<file path="src/rtl/target_cluster_if.sv">
// Bin-word input stream, cluster record handshake and per-frame summary for target_cluster.
// master = the side feeding bins and consuming records; slave = target_cluster itself.
interface target_cluster_if #(
   parameter int IDX_W = 7,
   parameter int AMP_W = 31
);
   logic [AMP_W:0]   data_in;
   logic             valid_in;
   logic             cl_valid;
   logic             cl_ready;
   logic [IDX_W-1:0] cl_start;
   logic [IDX_W-1:0] cl_len;
   logic [IDX_W-1:0] cl_peak_idx;
   logic [AMP_W-1:0] cl_peak_amp;
   logic             frame_done;
   logic [IDX_W-1:0] frame_clusters;
   logic             overflow;

   modport master (
      output data_in, valid_in, cl_ready,
      input  cl_valid, cl_start, cl_len, cl_peak_idx, cl_peak_amp,
             frame_done, frame_clusters, overflow
   );

   modport slave (
      input  data_in, valid_in, cl_ready,
      output cl_valid, cl_start, cl_len, cl_peak_idx, cl_peak_amp,
             frame_done, frame_clusters, overflow
   );
endinterface

</file>
<file path="src/rtl/target_cluster.sv">
// Merges runs of adjacent flagged bins within a frame into cluster records
// (start, length, peak bin, peak amplitude) and queues them in a small FWFT FIFO.
module target_cluster #(
   parameter int FRAME_LEN  = 80,
   parameter int IDX_W      = 7,
   parameter int AMP_W      = 31,
   parameter int FIFO_DEPTH = 8
) (
   input logic            clk,
   input logic            rst,
   target_cluster_if.slave bus
);
   localparam int PTR_W = $clog2(FIFO_DEPTH);
   localparam int CNT_W = PTR_W + 1;
   localparam int REC_W = 3 * IDX_W + AMP_W;

   typedef enum logic {IDLE, OPEN} state_e;

   state_e            state_q, state_d;
   logic [IDX_W-1:0]  idx_q;
   logic [IDX_W-1:0]  start_q, start_d;
   logic [IDX_W-1:0]  len_q, len_d;
   logic [IDX_W-1:0]  pidx_q, pidx_d;
   logic [AMP_W-1:0]  pamp_q, pamp_d;
   logic [IDX_W-1:0]  cnt_q;
   logic [IDX_W-1:0]  frame_clusters_q;
   logic              frame_done_q;
   logic              overflow_q;

   logic [REC_W-1:0]  mem_q [FIFO_DEPTH];
   logic [PTR_W-1:0]  wr_ptr_q, rd_ptr_q;
   logic [CNT_W-1:0]  count_q;

   logic              word_flag;
   logic [AMP_W-1:0]  word_amp;
   logic              last_bin;
   logic              close;
   logic [REC_W-1:0]  rec;
   logic              pop, full, push_ok, drop;

   assign word_flag = bus.data_in[AMP_W];
   assign word_amp  = bus.data_in[AMP_W-1:0];
   assign last_bin  = (idx_q == IDX_W'(FRAME_LEN - 1));

   always_ff @(posedge clk or posedge rst) begin
      if (rst) begin
         state_q <= IDLE;
         start_q <= '0;
         len_q   <= '0;
         pidx_q  <= '0;
         pamp_q  <= '0;
      end else begin
         state_q <= state_d;
         start_q <= start_d;
         len_q   <= len_d;
         pidx_q  <= pidx_d;
         pamp_q  <= pamp_d;
      end
   end

   // The last bin of a frame is folded into the cluster first, so the record
   // for a run reaching the frame end is taken from the next-state values.
   always_comb begin
      state_d = state_q;
      start_d = start_q;
      len_d   = len_q;
      pidx_d  = pidx_q;
      pamp_d  = pamp_q;
      close   = 1'b0;
      rec     = {start_q, len_q, pidx_q, pamp_q};
      if (bus.valid_in) begin
         unique case (state_q)
            IDLE: begin
               if (word_flag) begin
                  start_d = idx_q;
                  len_d   = IDX_W'(1);
                  pidx_d  = idx_q;
                  pamp_d  = word_amp;
                  state_d = OPEN;
               end
            end
            OPEN: begin
               if (word_flag) begin
                  len_d = len_q + IDX_W'(1);
                  if (word_amp > pamp_q) begin
                     pidx_d = idx_q;
                     pamp_d = word_amp;
                  end
               end else begin
                  close   = 1'b1;
                  state_d = IDLE;
               end
            end
            default: state_d = IDLE;
         endcase
         if (last_bin) begin
            if (word_flag) begin
               close = 1'b1;
               rec   = {start_d, len_d, pidx_d, pamp_d};
            end
            state_d = IDLE;
         end
      end
   end

   assign pop     = bus.cl_valid & bus.cl_ready;
   assign full    = (count_q == CNT_W'(FIFO_DEPTH));
   assign push_ok = close & (~full | pop);
   assign drop    = close & full & ~pop;

   always_ff @(posedge clk or posedge rst) begin
      if (rst) begin
         for (int unsigned i = 0; i < FIFO_DEPTH; i++) mem_q[i] <= '0;
         wr_ptr_q <= '0;
         rd_ptr_q <= '0;
         count_q  <= '0;
      end else begin
         if (push_ok) begin
            mem_q[wr_ptr_q] <= rec;
            wr_ptr_q        <= wr_ptr_q + PTR_W'(1);
         end
         if (pop) rd_ptr_q <= rd_ptr_q + PTR_W'(1);
         unique case ({push_ok, pop})
            2'b10:   count_q <= count_q + CNT_W'(1);
            2'b01:   count_q <= count_q - CNT_W'(1);
            default: count_q <= count_q;
         endcase
      end
   end

   always_ff @(posedge clk or posedge rst) begin
      if (rst) begin
         idx_q            <= '0;
         cnt_q            <= '0;
         frame_clusters_q <= '0;
         frame_done_q     <= 1'b0;
         overflow_q       <= 1'b0;
      end else begin
         frame_done_q <= 1'b0;
         overflow_q   <= overflow_q | drop;
         if (bus.valid_in) begin
            if (last_bin) begin
               idx_q            <= '0;
               frame_clusters_q <= cnt_q + IDX_W'(close);
               cnt_q            <= '0;
               frame_done_q     <= 1'b1;
            end else begin
               idx_q <= idx_q + IDX_W'(1);
               cnt_q <= cnt_q + IDX_W'(close);
            end
         end
      end
   end

   assign bus.cl_valid = (count_q != '0);
   assign {bus.cl_start, bus.cl_len, bus.cl_peak_idx, bus.cl_peak_amp} = mem_q[rd_ptr_q];
   assign bus.frame_done     = frame_done_q;
   assign bus.frame_clusters = frame_clusters_q;
   assign bus.overflow       = overflow_q;

endmodule

</file>
<file path="src/flat_wrapper.sv">
// flat-port wrapper written by rule: the top's interface ports become plain ports
module target_cluster_flat 
#(
   parameter int FRAME_LEN  = 80,
   parameter int IDX_W      = 7,
   parameter int AMP_W      = 31,
   parameter int FIFO_DEPTH = 8
)
  (clk, rst, bus_data_in, bus_valid_in, bus_cl_ready, bus_cl_valid, bus_cl_start, bus_cl_len, bus_cl_peak_idx, bus_cl_peak_amp, bus_frame_done, bus_frame_clusters, bus_overflow);
  target_cluster_if #(.IDX_W(IDX_W), .AMP_W(AMP_W)) bus_i ();
  input logic clk;
  input logic rst;
  input wire logic [$bits(bus_i.data_in)-1:0] bus_data_in;
  input wire logic [$bits(bus_i.valid_in)-1:0] bus_valid_in;
  input wire logic [$bits(bus_i.cl_ready)-1:0] bus_cl_ready;
  output wire logic [$bits(bus_i.cl_valid)-1:0] bus_cl_valid;
  output wire logic [$bits(bus_i.cl_start)-1:0] bus_cl_start;
  output wire logic [$bits(bus_i.cl_len)-1:0] bus_cl_len;
  output wire logic [$bits(bus_i.cl_peak_idx)-1:0] bus_cl_peak_idx;
  output wire logic [$bits(bus_i.cl_peak_amp)-1:0] bus_cl_peak_amp;
  output wire logic [$bits(bus_i.frame_done)-1:0] bus_frame_done;
  output wire logic [$bits(bus_i.frame_clusters)-1:0] bus_frame_clusters;
  output wire logic [$bits(bus_i.overflow)-1:0] bus_overflow;
  assign bus_i.data_in = bus_data_in;
  assign bus_i.valid_in = bus_valid_in;
  assign bus_i.cl_ready = bus_cl_ready;
  assign bus_cl_valid = bus_i.cl_valid;
  assign bus_cl_start = bus_i.cl_start;
  assign bus_cl_len = bus_i.cl_len;
  assign bus_cl_peak_idx = bus_i.cl_peak_idx;
  assign bus_cl_peak_amp = bus_i.cl_peak_amp;
  assign bus_frame_done = bus_i.frame_done;
  assign bus_frame_clusters = bus_i.frame_clusters;
  assign bus_overflow = bus_i.overflow;
  target_cluster #(.FRAME_LEN(FRAME_LEN), .IDX_W(IDX_W), .AMP_W(AMP_W), .FIFO_DEPTH(FIFO_DEPTH)) u_core (.clk(clk), .rst(rst), .bus(bus_i));
endmodule
</file>
<file path="config.mk">
export PLATFORM = sky130hd
export DESIGN_NAME = target_cluster_flat
export DESIGN_NICKNAME = d
export VERILOG_FILES = /design/src/rtl/target_cluster_if.sv /design/src/rtl/target_cluster.sv /design/src/flat_wrapper.sv
export SDC_FILE = /design/constraint.sdc
export NUM_CORES = 1
export LEC_CHECK = 0
export ABC_AREA = 1
export ABC_CLOCK_PERIOD_IN_PS = 18400
export BUFFER_PORTS_ARGS = -buffer_cell sky130_fd_sc_hd__buf_2
export CAP_MARGIN = 0
export CELL_PAD_IN_SITES_DETAIL_PLACEMENT = 0
export CELL_PAD_IN_SITES_GLOBAL_PLACEMENT = 1
export CORE_MARGIN = 2
export CORE_UTILIZATION = 42
export CTS_CLUSTER_DIAMETER = 120
export DETAILED_ROUTE_END_ITERATION = 16
export PLACE_DENSITY_LB_ADDON = 0.1
export SKIP_CTS_REPAIR_TIMING = 1
export SLEW_MARGIN = 20
export SYNTH_ARGS = -nofsm -noshare
export SYNTH_HDL_FRONTEND = slang
export SYNTH_SLANG_ARGS = --single-unit
export TNS_END_PERCENT = 1
</file>
<file path="constraint.sdc">
create_clock -name clk -period 18.4 [get_ports clk]
set_input_delay 3.68 -clock clk [delete_from_list [all_inputs] [get_ports clk]]
set_output_delay 3.68 -clock clk [all_outputs]
set_load 0.03 [all_outputs]
</file>
==> results.sh <==
export IMPL_grt_overflow=0
export IMPL_fin_hold_ws_ns=0.4721
export IMPL_cts_buffers=58
export IMPL_start_util_pct=42.32
export IMPL_synth_area_leaders="dfrtp_1, nand2_1, nand3_1"
export IMPL_wl_mm=88.77
export IMPL_min_path_type="reg2reg"
export IMPL_synth_cell_types=37
export IMPL_slew_violations=0
export IMPL_status="finished clean"
export IMPL_critPathLaunchType="flop"
export IMPL_drtIter0Drc=2387
export IMPL_clock_sinks=502
export IMPL_synth_nets=3406
export IMPL_ir_worst_vdd_v=0.0001181
export IMPL_syn_area_um2=25450
export IMPL_netlist_area_leader_share_pct=49.37
export IMPL_post_dp_hpwl_mm=48.01
export IMPL_yosysWarnings=0
export IMPL_synthArstFlopShare_pct=100.0
export IMPL_rsz0062_at_grt="false"
export IMPL_fin_util_pct=46.89
export IMPL_synth_edf_count=0
export IMPL_first_pass_iters=7
export IMPL_syn_avg_cell_area_um2=7.646
export IMPL_fp_dieH_um=250.1
export IMPL_cts_tree="built"
export IMPL_fin_crit_sh_pct=44.54
export IMPL_ant_nets=0
export IMPL_grt_max_degree=144
export IMPL_crit_type="reg2out"
export IMPL_vias=23410
export IMPL_antenna_found_initial=5
export IMPL_port_buffers=97
export IMPL_met2_length_mm=40.55
export IMPL_post_place_ws_ns=10.94
export IMPL_die_x_um=250.1
export IMPL_clk_path_buf_depth=3
export IMPL_root_buffer="clkbuf_16"
export IMPL_final_area_um2=28200
export IMPL_grt_pass1_vias=23140
export IMPL_setup_viol=0
export IMPL_crit_required_ns=14.72
export IMPL_maxCapViolations=0
export IMPL_clk_latency_ns=0.64
export IMPL_layout_drive_gt1_share_pct=7.704
export IMPL_period_needed_ns=8.196
export IMPL_drc_errors=0
export IMPL_syn_inst=3328
export IMPL_layout_nets=3394
export IMPL_grt_usage_pct=28.36
export IMPL_arrival_ns=4.52
export IMPL_p_leak_nw=14.14
export IMPL_synth_seq_cells=502
export IMPL_top_layer="met5"
export IMPL_cp_end_kind="output port"
export IMPL_ctsHtreeMaxLevel=2
export IMPL_io_pins=98
export IMPL_worstPathMaxFanout=74
export IMPL_met1_length_mm=40.31
export IMPL_p_per_area_nw_per_um2=178.3
export IMPL_finalClockSkew_ns=0.02119
export IMPL_finalWeightedCongestion=0.8028
export IMPL_die_area_um2=62570
export IMPL_finalHoldViolCount=0
export IMPL_setup_slack_ns=10.20
export IMPL_ys_flop_type="dfrtp_1"
export IMPL_grt_pass1_wl_mm=138.5
export IMPL_synth_largest_area_cell="dfrtp_1"
export IMPL_area_delta_synth_final_pct=10.81
export IMPL_dpl_instance_area_um2=26290
export IMPL_clock_fmax_ghz=0.1220
export IMPL_clk_pin_slew_ns=0.06
export IMPL_core_area_um2=60130
export IMPL_wl_per_cell_um=21.41
export IMPL_rows=90
export IMPL_slew_headroom_pct=29.04
export IMPL_synth_seq_area_share_pct=49.37
export IMPL_final_setup_tns_ns=0
export IMPL_avgViaCountPerCell=5.648
export IMPL_tightest_slew_ns=1.053
export IMPL_met3_length_mm=5.730
-- power breakdown --
part | internal (mW) | leakage [nW] | total (mW) | switching [mW]
combinational | 0.623 | 6.82 | 2.06 | 1.43
clock | 0.693 | 0.933 | 1.17 | 0.477
sequential | 1.55 | 6.38 | 1.80 | 0.248
-- state kept, by name, summed over array words and instances, names as in the netlist, 3 cells and up --
register and flops:
u_core.count_q 4, u_core.start_q 7, u_core.pidx_q 7, u_core.rd_ptr_q 3, u_core.wr_ptr_q 3, u_core.len_q 7
u_core.pamp_q 31, u_core.cnt_q 7, u_core.bus.frame_clusters 7, u_core.idx_q 7, u_core.mem_q 416
-- cell type report --
cell class	count	area, um2
multi-input cells	2441	11260
clock inverters	12	178.9
diodes	1	2.502
clock buffers	94	1727
repair buffers	138	795.8
well taps	782	978.4
fillers	6079	31940
inverters	175	679.4
flip-flops and latches	502	12570
-- final timing paths --
check	startpoint	end	slack, ns	depth (start not counted)
worst max-delay path	u_core.rd_ptr_q[0]	bus_cl_peak_amp[0]	10.20	8
worst min-delay path	u_core.mem_q[344]	u_core.mem_q[344]	0.47	2
worst max register to register	u_core.idx_q[0]	u_core.mem_q[289]	14.46	14
min in group asynchronous	rst	u_core.mem_q[50]	3.22	2
max in group asynchronous	rst	u_core.mem_q[69]	12.87	4
worst min register to register	u_core.mem_q[344]	u_core.mem_q[344]	0.47	2
-- critical path, cell delays in order, from the launching register on --
cell and delay, ns:
dfrtp_4 0.44, buf_4 0.65, buf_4 0.77, buf_4 0.78
o21ai_0 0.20, o22ai_1 0.21, nor2_1 0.06, a31oi_1 0.39
buf_2 0.28
-- Yosys cell counts, types with 12 or more instances --
library cell,n
nand2_1,948
dfrtp_1,502
nand3_1,429
nor2_1,409
o21ai_0,341
inv_1,163
clkbuf_1,145
a31oi_1,90
o22ai_1,60
ha_1,41
a21oi_1,36
a22oi_1,31
buf_2,28
buf_4,20
buf_6,12
inv_2,12
-- kinds of logic (layout without fill, tap and decap cells) --
family                   after synthesis  after routing  share of synthesized area (%)
AO/OA/AOI/OAI                        574            574                          12.41
XOR/XNOR                              13             13                         0.4475
AND/OR/NAND/NOR                     1812           1812                          29.22
buffers and inverters                385            419                          6.466
other                                  0              1                              0
flip-flops                           502            502                          49.37
adder cells (fa/ha/maj)               42             42                          2.095
-- metrics by stage --
| stage | instances | power, mW |
|---|---|---|
| 6_report | 4145 | 5.026 |
| 2_1_floorplan | 3328 | 3.235 |
| 3_3_place_gp | 4038 | 3.815 |
| 4_1_cts | 4144 | 5.042 |
| 5_1_grt | 4144 | 5.391 |
| 3_5_place_dp | 4038 | 3.852 |
-- cells in the final DEF (no fill, tap or decap), types with 5 or more instances in the layout --
master and count:
dfrtp_1 500, nand2_2 9, buf_4 42, clkbuf_8 14, clkbuf_16 58, xor2_1 11, buf_2 96, o21ai_0 341
nand2_1 946, o21ai_1 9, clkinv_2 7, a22oi_1 31, ha_1 41, o22ai_1 60, inv_1 159, clkbuf_1 22
nand4_1 5, nor2_1 407, a21oi_1 35, inv_2 11, nand3_1 429, a31oi_1 90
-- layer usage --
metal	vias to the layer above	track usage, %
met1	11530	39.78
li1	10960	-
met3	141	4.468
met5	-	0
met2	774	45.83
met4	6	7.494
(Power assumes the default switching activity.)
